[src/rtl/uart_tx_ctrl.sv]
// UART transmit controller: frames bytes as start, data LSB-first, optional parity, stop bits,
// advancing one bit per baud tick, and owns the baud generator's run-enable and rate select.
module uart_tx_ctrl #(
    parameter int unsigned DATA_BITS = 8,
    parameter int unsigned STOP_BITS = 1
) (
    input  logic                 clock,
    input  logic                 reset,
    input  logic [DATA_BITS-1:0] tx_data,
    input  logic                 tx_valid,
    output logic                 tx_ready,
    input  logic                 parity_en,
    input  logic                 parity_odd,
    input  logic [1:0]           baud_sel_req,
    output logic [1:0]           baud_sel,
    output logic                 baud_run,
    input  logic                 baud_tick,
    output logic                 tx,
    output logic                 busy,
    output logic                 frame_done
);

    localparam logic [2:0] StIdle   = 3'd0;
    localparam logic [2:0] StStart  = 3'd1;
    localparam logic [2:0] StData   = 3'd2;
    localparam logic [2:0] StParity = 3'd3;
    localparam logic [2:0] StStop   = 3'd4;

    localparam logic [2:0] LastBit  = 3'(DATA_BITS - 1);
    localparam logic       LastStop = 1'(STOP_BITS - 1);

    logic [2:0]           state_q, state_d;
    logic [DATA_BITS-1:0] shift_q, shift_d;
    logic                 parity_bit_q, parity_bit_d;
    logic                 parity_en_q, parity_en_d;
    logic [2:0]           bit_cnt_q, bit_cnt_d;
    logic                 stop_cnt_q, stop_cnt_d;
    logic [1:0]           baud_sel_q, baud_sel_d;
    logic                 tx_q, tx_d;
    logic                 busy_q, busy_d;
    logic                 baud_run_q, baud_run_d;
    logic                 tx_ready_q, tx_ready_d;
    logic                 frame_done_q, frame_done_d;

    always_comb begin
        state_d      = state_q;
        shift_d      = shift_q;
        parity_bit_d = parity_bit_q;
        parity_en_d  = parity_en_q;
        bit_cnt_d    = bit_cnt_q;
        stop_cnt_d   = stop_cnt_q;
        baud_sel_d   = baud_sel_q;
        frame_done_d = 1'b0;

        case (state_q)
            StIdle: begin
                // Rate only follows the request between frames.
                baud_sel_d = baud_sel_req;
                if (tx_valid && tx_ready_q) begin
                    shift_d      = tx_data;
                    parity_bit_d = (^tx_data) ^ parity_odd;
                    parity_en_d  = parity_en;
                    state_d      = StStart;
                end
            end
            StStart: begin
                if (baud_tick) begin
                    bit_cnt_d = 3'd0;
                    state_d   = StData;
                end
            end
            StData: begin
                if (baud_tick) begin
                    shift_d   = shift_q >> 1;
                    bit_cnt_d = bit_cnt_q + 3'd1;
                    if (bit_cnt_q == LastBit) begin
                        if (parity_en_q) begin
                            state_d = StParity;
                        end else begin
                            stop_cnt_d = 1'b0;
                            state_d    = StStop;
                        end
                    end
                end
            end
            StParity: begin
                if (baud_tick) begin
                    stop_cnt_d = 1'b0;
                    state_d    = StStop;
                end
            end
            StStop: begin
                if (baud_tick) begin
                    stop_cnt_d = stop_cnt_q + 1'b1;
                    if (stop_cnt_q == LastStop) begin
                        frame_done_d = 1'b1;
                        state_d      = StIdle;
                    end
                end
            end
            default: state_d = StIdle;
        endcase
    end

    // Outputs are derived from the next state so they are registered alongside it.
    always_comb begin
        tx_d       = 1'b1;
        busy_d     = (state_d != StIdle);
        baud_run_d = (state_d != StIdle);
        tx_ready_d = (state_d == StIdle);
        case (state_d)
            StStart:  tx_d = 1'b0;
            StData:   tx_d = shift_d[0];
            StParity: tx_d = parity_bit_d;
            default:  tx_d = 1'b1;
        endcase
    end

    always_ff @(posedge clock) begin
        if (reset) begin
            state_q      <= StIdle;
            shift_q      <= '0;
            parity_bit_q <= 1'b0;
            parity_en_q  <= 1'b0;
            bit_cnt_q    <= 3'd0;
            stop_cnt_q   <= 1'b0;
            baud_sel_q   <= 2'b00;
            tx_q         <= 1'b1;
            busy_q       <= 1'b0;
            baud_run_q   <= 1'b0;
            tx_ready_q   <= 1'b1;
            frame_done_q <= 1'b0;
        end else begin
            state_q      <= state_d;
            shift_q      <= shift_d;
            parity_bit_q <= parity_bit_d;
            parity_en_q  <= parity_en_d;
            bit_cnt_q    <= bit_cnt_d;
            stop_cnt_q   <= stop_cnt_d;
            baud_sel_q   <= baud_sel_d;
            tx_q         <= tx_d;
            busy_q       <= busy_d;
            baud_run_q   <= baud_run_d;
            tx_ready_q   <= tx_ready_d;
            frame_done_q <= frame_done_d;
        end
    end

    assign tx         = tx_q;
    assign busy       = busy_q;
    assign baud_run   = baud_run_q;
    assign tx_ready   = tx_ready_q;
    assign frame_done = frame_done_q;
    assign baud_sel   = baud_sel_q;

endmodule

[config.mk]
export PLATFORM = sky130hd
export DESIGN_NAME = uart_tx_ctrl
export DESIGN_NICKNAME = d
export VERILOG_FILES = /design/src/rtl/uart_tx_ctrl.sv
export SDC_FILE = /design/constraint.sdc
export NUM_CORES = 1
export LEC_CHECK = 0
export CORE_ASPECT_RATIO = 1.25
export CORE_MARGIN = 1.5
export CORE_UTILIZATION = 53
export CTS_CLUSTER_SIZE = 16
export DETAILED_ROUTE_END_ITERATION = 8
export PLACE_DENSITY_LB_ADDON = 0.1
export SYNTH_ARGS = -nofsm -noshare
export SYNTH_HDL_FRONTEND = slang
export SYNTH_SLANG_ARGS = --single-unit
[constraint.sdc]
create_clock -name clock -period 3.4 [get_ports clock]
set_clock_uncertainty 0.05 [all_clocks]
set_input_delay 0.34 -clock clock [delete_from_list [all_inputs] [get_ports clock]]
set_output_delay 0.34 -clock clock [all_outputs]
set_load 0.005 [all_outputs]
Word-level counts from Yosys, hierarchy flattened

Index checks and enable logic that the tools add are counted.

Multiplexer cells: 25
Bitwise gates (word level): 3
Reductions and logical operators: 13
Equal/unequal tests: 15
Add/subtract/negate cells: 2

Operator list:

| operator                                      | number |
|---|---|
| two-way mux 3 bit                             | 10 |
| two-way mux 8 bit                             | 2 |
| case mux 8 bit (2 select lines)               | 1 |
| case mux 3 bit (5 select lines)               | 1 |
| inequality test 2 bit, second input constant  | 7 |
| == test 3 x 2 -> 1 bit, second input constant | 4 |
| two-way mux 1 bit                             | 8 |
| parity 8 bit                                  | 1 |
| == test 3 x 1 -> 1 bit, second input constant | 2 |
| == test 3 bit, second input constant          | 2 |
| logical NOT 3 bit                             | 2 |
| case mux 1 bit (3 select lines)               | 2 |
| case mux 3 bit (2 select lines)               | 1 |
| AND reduction 3 bit                           | 2 |
| AND reduction 6 bit                           | 1 |
| nonzero test 3 bit                            | 2 |
| nonzero test 2 bit                            | 2 |
| adder 3 x 1 -> 3 bit, second input constant   | 1 |
| OR reduction 3 bit                            | 1 |
| inverter 1 bit                                | 2 |
| AND reduction 2 bit                           | 1 |
| adder 1 bit, second input constant            | 1 |
| logical AND 1 bit                             | 1 |
| bitwise XOR 1 bit                             | 1 |

Register bits after elaboration: 23
Input bits: 16
Output and inout bits: 7

Depth between registers and ports, before layout

Word-level depth: 6
Gate-level depth with buffers: 7
Depth with buffers taken out: 7

Worst setup path after synthesis

Ideal clock, no wire load.

Kind: register to register
Start point: reg state_q[2]
End point: reg tx_q, in the netlist tx
Stages on the path, launching flop included: 7
Data required time: 3.228 ns
Buffers on the path: 1
Setup slack: 1.786 ns
Arrival time: 1.442 ns
Cell sequence: dfxtp_1 > and4bb_1 > buf_6 > and2_4 > a221oi_2 > nand2b_1 > a221o_1

Word-level cells in the longest chain between the ends: 5
Elaborated cells on any way between the ends: 19
Those cells by class: 7 x eq/ne; 11 x mux; 1 x reduce/logical

RTL lines:

| item                                                                    | RTL line | RTL |
|---|---|---|
| from (decl)                                                             | 32       | `logic [2:0] state_q, state_d;` |
| from (signal assigned)                                                  | 121      | `state_q <= StIdle;` |
| from (signal assigned)                                                  | 134      | `state_q <= state_d;` |
| two-way mux 3 bit, on equally long branches                             | 95, 76   |  |
| two-way mux 3 bit, on equally long branches                             | 93, 73   |  |
| case mux 3 bit (5 select lines)                                         | 55       | `case (state_q)` |
| == test 3 x 2 -> 1 bit / == test 3 x 1 -> 1 bit (equally long branches) | 111      | `case (state_d)` |
| case mux 1 bit (3 select lines) *                                       | 111      |  |
| to (signal assigned)                                                    | 141      | `tx_q <= tx_d;` |
| to (decl)                                                               | 39       | `logic tx_q, tx_d;` |

Every way passes the cells marked *; elsewhere a longest branch is shown, timed or not.
A chain may end at the register's enable or synchronous reset.

Worst setup path in the final report

Start point: reg state_q[1]
End point: reg tx_q, in the netlist tx

The elaborated chain is that of the path after synthesis.

==> results.cfg <==
[die]
die_w_um = 43.9
pin_count = 23
num_rows = 18
coreArea_sq_mm = 0.00198
die_h_um = 54.1
initial_core_util_pct = 55.9
fp.dieArea_sq_mm = 0.00237

[synth]
synth-edff-count = 0
synth_common_cells = dfxtp_1 (23), nor2_1 (19), a21oi_1 (16)
syn-num-nets = 148
synth_area_sq_mm = 0.00111
ys.flop_type = dfxtp_1
synth_top_cell_area_share_pct = 41.6
yosys_warnings = 0
synthArstFlopShare_pct = 0
synth-seq-cells = 23
synth_cells = 130
synth_most_common_cell = dfxtp_1
ys_types = 35
yosys.area.top_type = dfxtp_1
syn_area_per_cell_sq_um = 8.52
seq_area_frac_synth_pct = 41.6
ys_top_cells_by_area = dfxtp_1 (42%), a21oi_1 (7.2%), nor2_1 (6.4%)

[finish]
layout-area-overhead-vs-synth_pct = 20.7
fin_cells = 168
final_area_sq_mm = 0.00134
layout.nets = 167
drive_above_1_share_pct = 6.08
antenna_cells = 0
utilization_pct = 67.4
fillers = 177

[cts]
cts_buffers = 3
cts_buffer_depth = 2
clock-root-buffer = clkbuf_4
clk_pin_slew_ns = 0.13
clkSinkCount = 23
clk_latency_ns = 0.31
cts_tree = yes
cts_htree_levels = 1
cts_setup_buffers = 0
cts.repair.resized = 0
postCtsHoldBufs = 0

[drt]
drt-initial-drc-count = 14
vias_per_cell = 5.86
first_pass_iters = 5
drt-wirelength-per-cell_um = 13.3
vias = 984
routed_wl_mm = 2.23
drc = 0
antenna_left = 0

[sta]
slew_viol_final = 0
period_needed_ns = 2.10
grt_setup_unrepaired = no
setup_tns_ns = 0
worst_slack_ns = 1.30
slew_headroom_pct = 44.5
finalSetupViolations = 0
finalHoldViolCount = 0
finalCritPeriodShare_pct = 61.6
worst_pin_slew_ns = 0.829
fmax_mhz = 477

[critical_path]
start_kind = flip-flop
cp_data_required_time_ns = 3.57
worstPathArrival_ns = 2.26
worstSetupPathType = flip-flop to flip-flop
end_kind = flip-flop
path_max_fanout = 14

[global_route]
groute.usage.overall_pct = 20.6
grt_pass1_vias = 866
grt-ovfl-total = 0
grt_pass1_wl_mm = 3.65
grt_max_degree = 24
antenna_found_initial = 0

[place]
place_area_sq_mm = 0.00131
dp_hpwl_mm = 1.67
preCtsSetupSlack_ns = 1.01
portBuffers = 22
dp_cells = 164
gp_congestion = 0.806

[pwr]
power_leakage_nw = 0.507
ir_drop_mv = 0.315
powerDensity_mw_per_mm2 = 422

[flow_run]
cap_violations = 0

[hold_path]
hold_class = flip-flop to flip-flop

[run_status]
status = finished, final reports clean
==> per-layer routing <==
layer  vias to the layer above  GRT usage (%)  wire (um)
met3                         4           2.68         66
met4                         0           9.60         35
met5                         -              0          0
met1                       479           24.2        978
met2                        18           36.8       1150
li1                        483              -          -
==> cells in the final DEF (no fill, tap or decap), drive strengths merged, types with 3 or more instances in the layout <==
cell,instances
a22oi,8
inv,4
clkdlybuf4s50,22
clkbuf,3
nor3,3
nand2,13
xnor2,5
a31oi,3
a21oi,16
o21ai,5
dfxtp,23
nor2,19
==> state kept, by name, summed over array words and instances (netlist names) <==
register and count:
parity_bit_q 1, baud_sel 2, parity_en_q 1, state_q 3, baud_run 1, shift_q 8
tx_ready 1, bit_cnt_q 3, stop_cnt_q 1, tx 1, frame_done 1
==> critical path: stages (launching register included) <==
cell and delay [ns]:
dfxtp_1 0.47, nor3_2 0.43, and3_1 0.52, nor2_1 0.19
a221o_1 0.34
==> kinds of logic after synthesis <==
logic type / after synthesis / share of synthesized area [%]
DFF: 23 / 41.6
adders and majority gates: 2 / 2.26
buffers and inverters: 12 / 5.31
xor gates and xnor gates: 7 / 6.78
and+or+nand+nor: 48 / 21.4
muxes: 2 / 1.81
AOI/OAI and AO/OA: 36 / 20.9
==> power by group <==
group          leakage [nW]  internal [mW]  switching [mW]  total [mW]
logic                 0.301         0.0724          0.0599       0.132
registers             0.188          0.290          0.0164       0.307
clock network        0.0177         0.0440          0.0810       0.125
==> path summary, 6_finish.rpt <==
check	from	to	slack [ns]	depth (start not counted)
setup / recovery	state_q[1]	tx	1.30	4
hold / removal	shift_q[5]	shift_q[5]	0.41	2
setup reg to reg	state_q[1]	tx	1.30	4
hold reg to reg	shift_q[5]	shift_q[5]	0.41	2
==> metrics by stage <==
| stage | total power, mW | hold slack (ns) |
|---|---|---|
| floorplan | 0.396 | 0.367 |
| global placement | 0.442 | 0.397 |
| detailed placement | 0.445 | 0.399 |
| CTS | 0.568 | 0.417 |
| global route | 0.595 | 0.452 |
| finish | 0.564 | 0.415 |
==> final cells by class <==
cell class / instances / area [sq um] / area share, %
Sequential cell: 23 / 460 / 34.5
Multi-Input combinational cell: 95 / 588 / 44.0
Clock inverter: 1 / 5.00 / 0.375
Timing Repair Buffer: 22 / 220 / 16.5
Clock buffer: 3 / 22.5 / 1.69
Inverter: 4 / 15.0 / 1.12
Tap cell: 20 / 25.0 / 1.87
No activity file was read; power rests on OpenSTA's default activity.
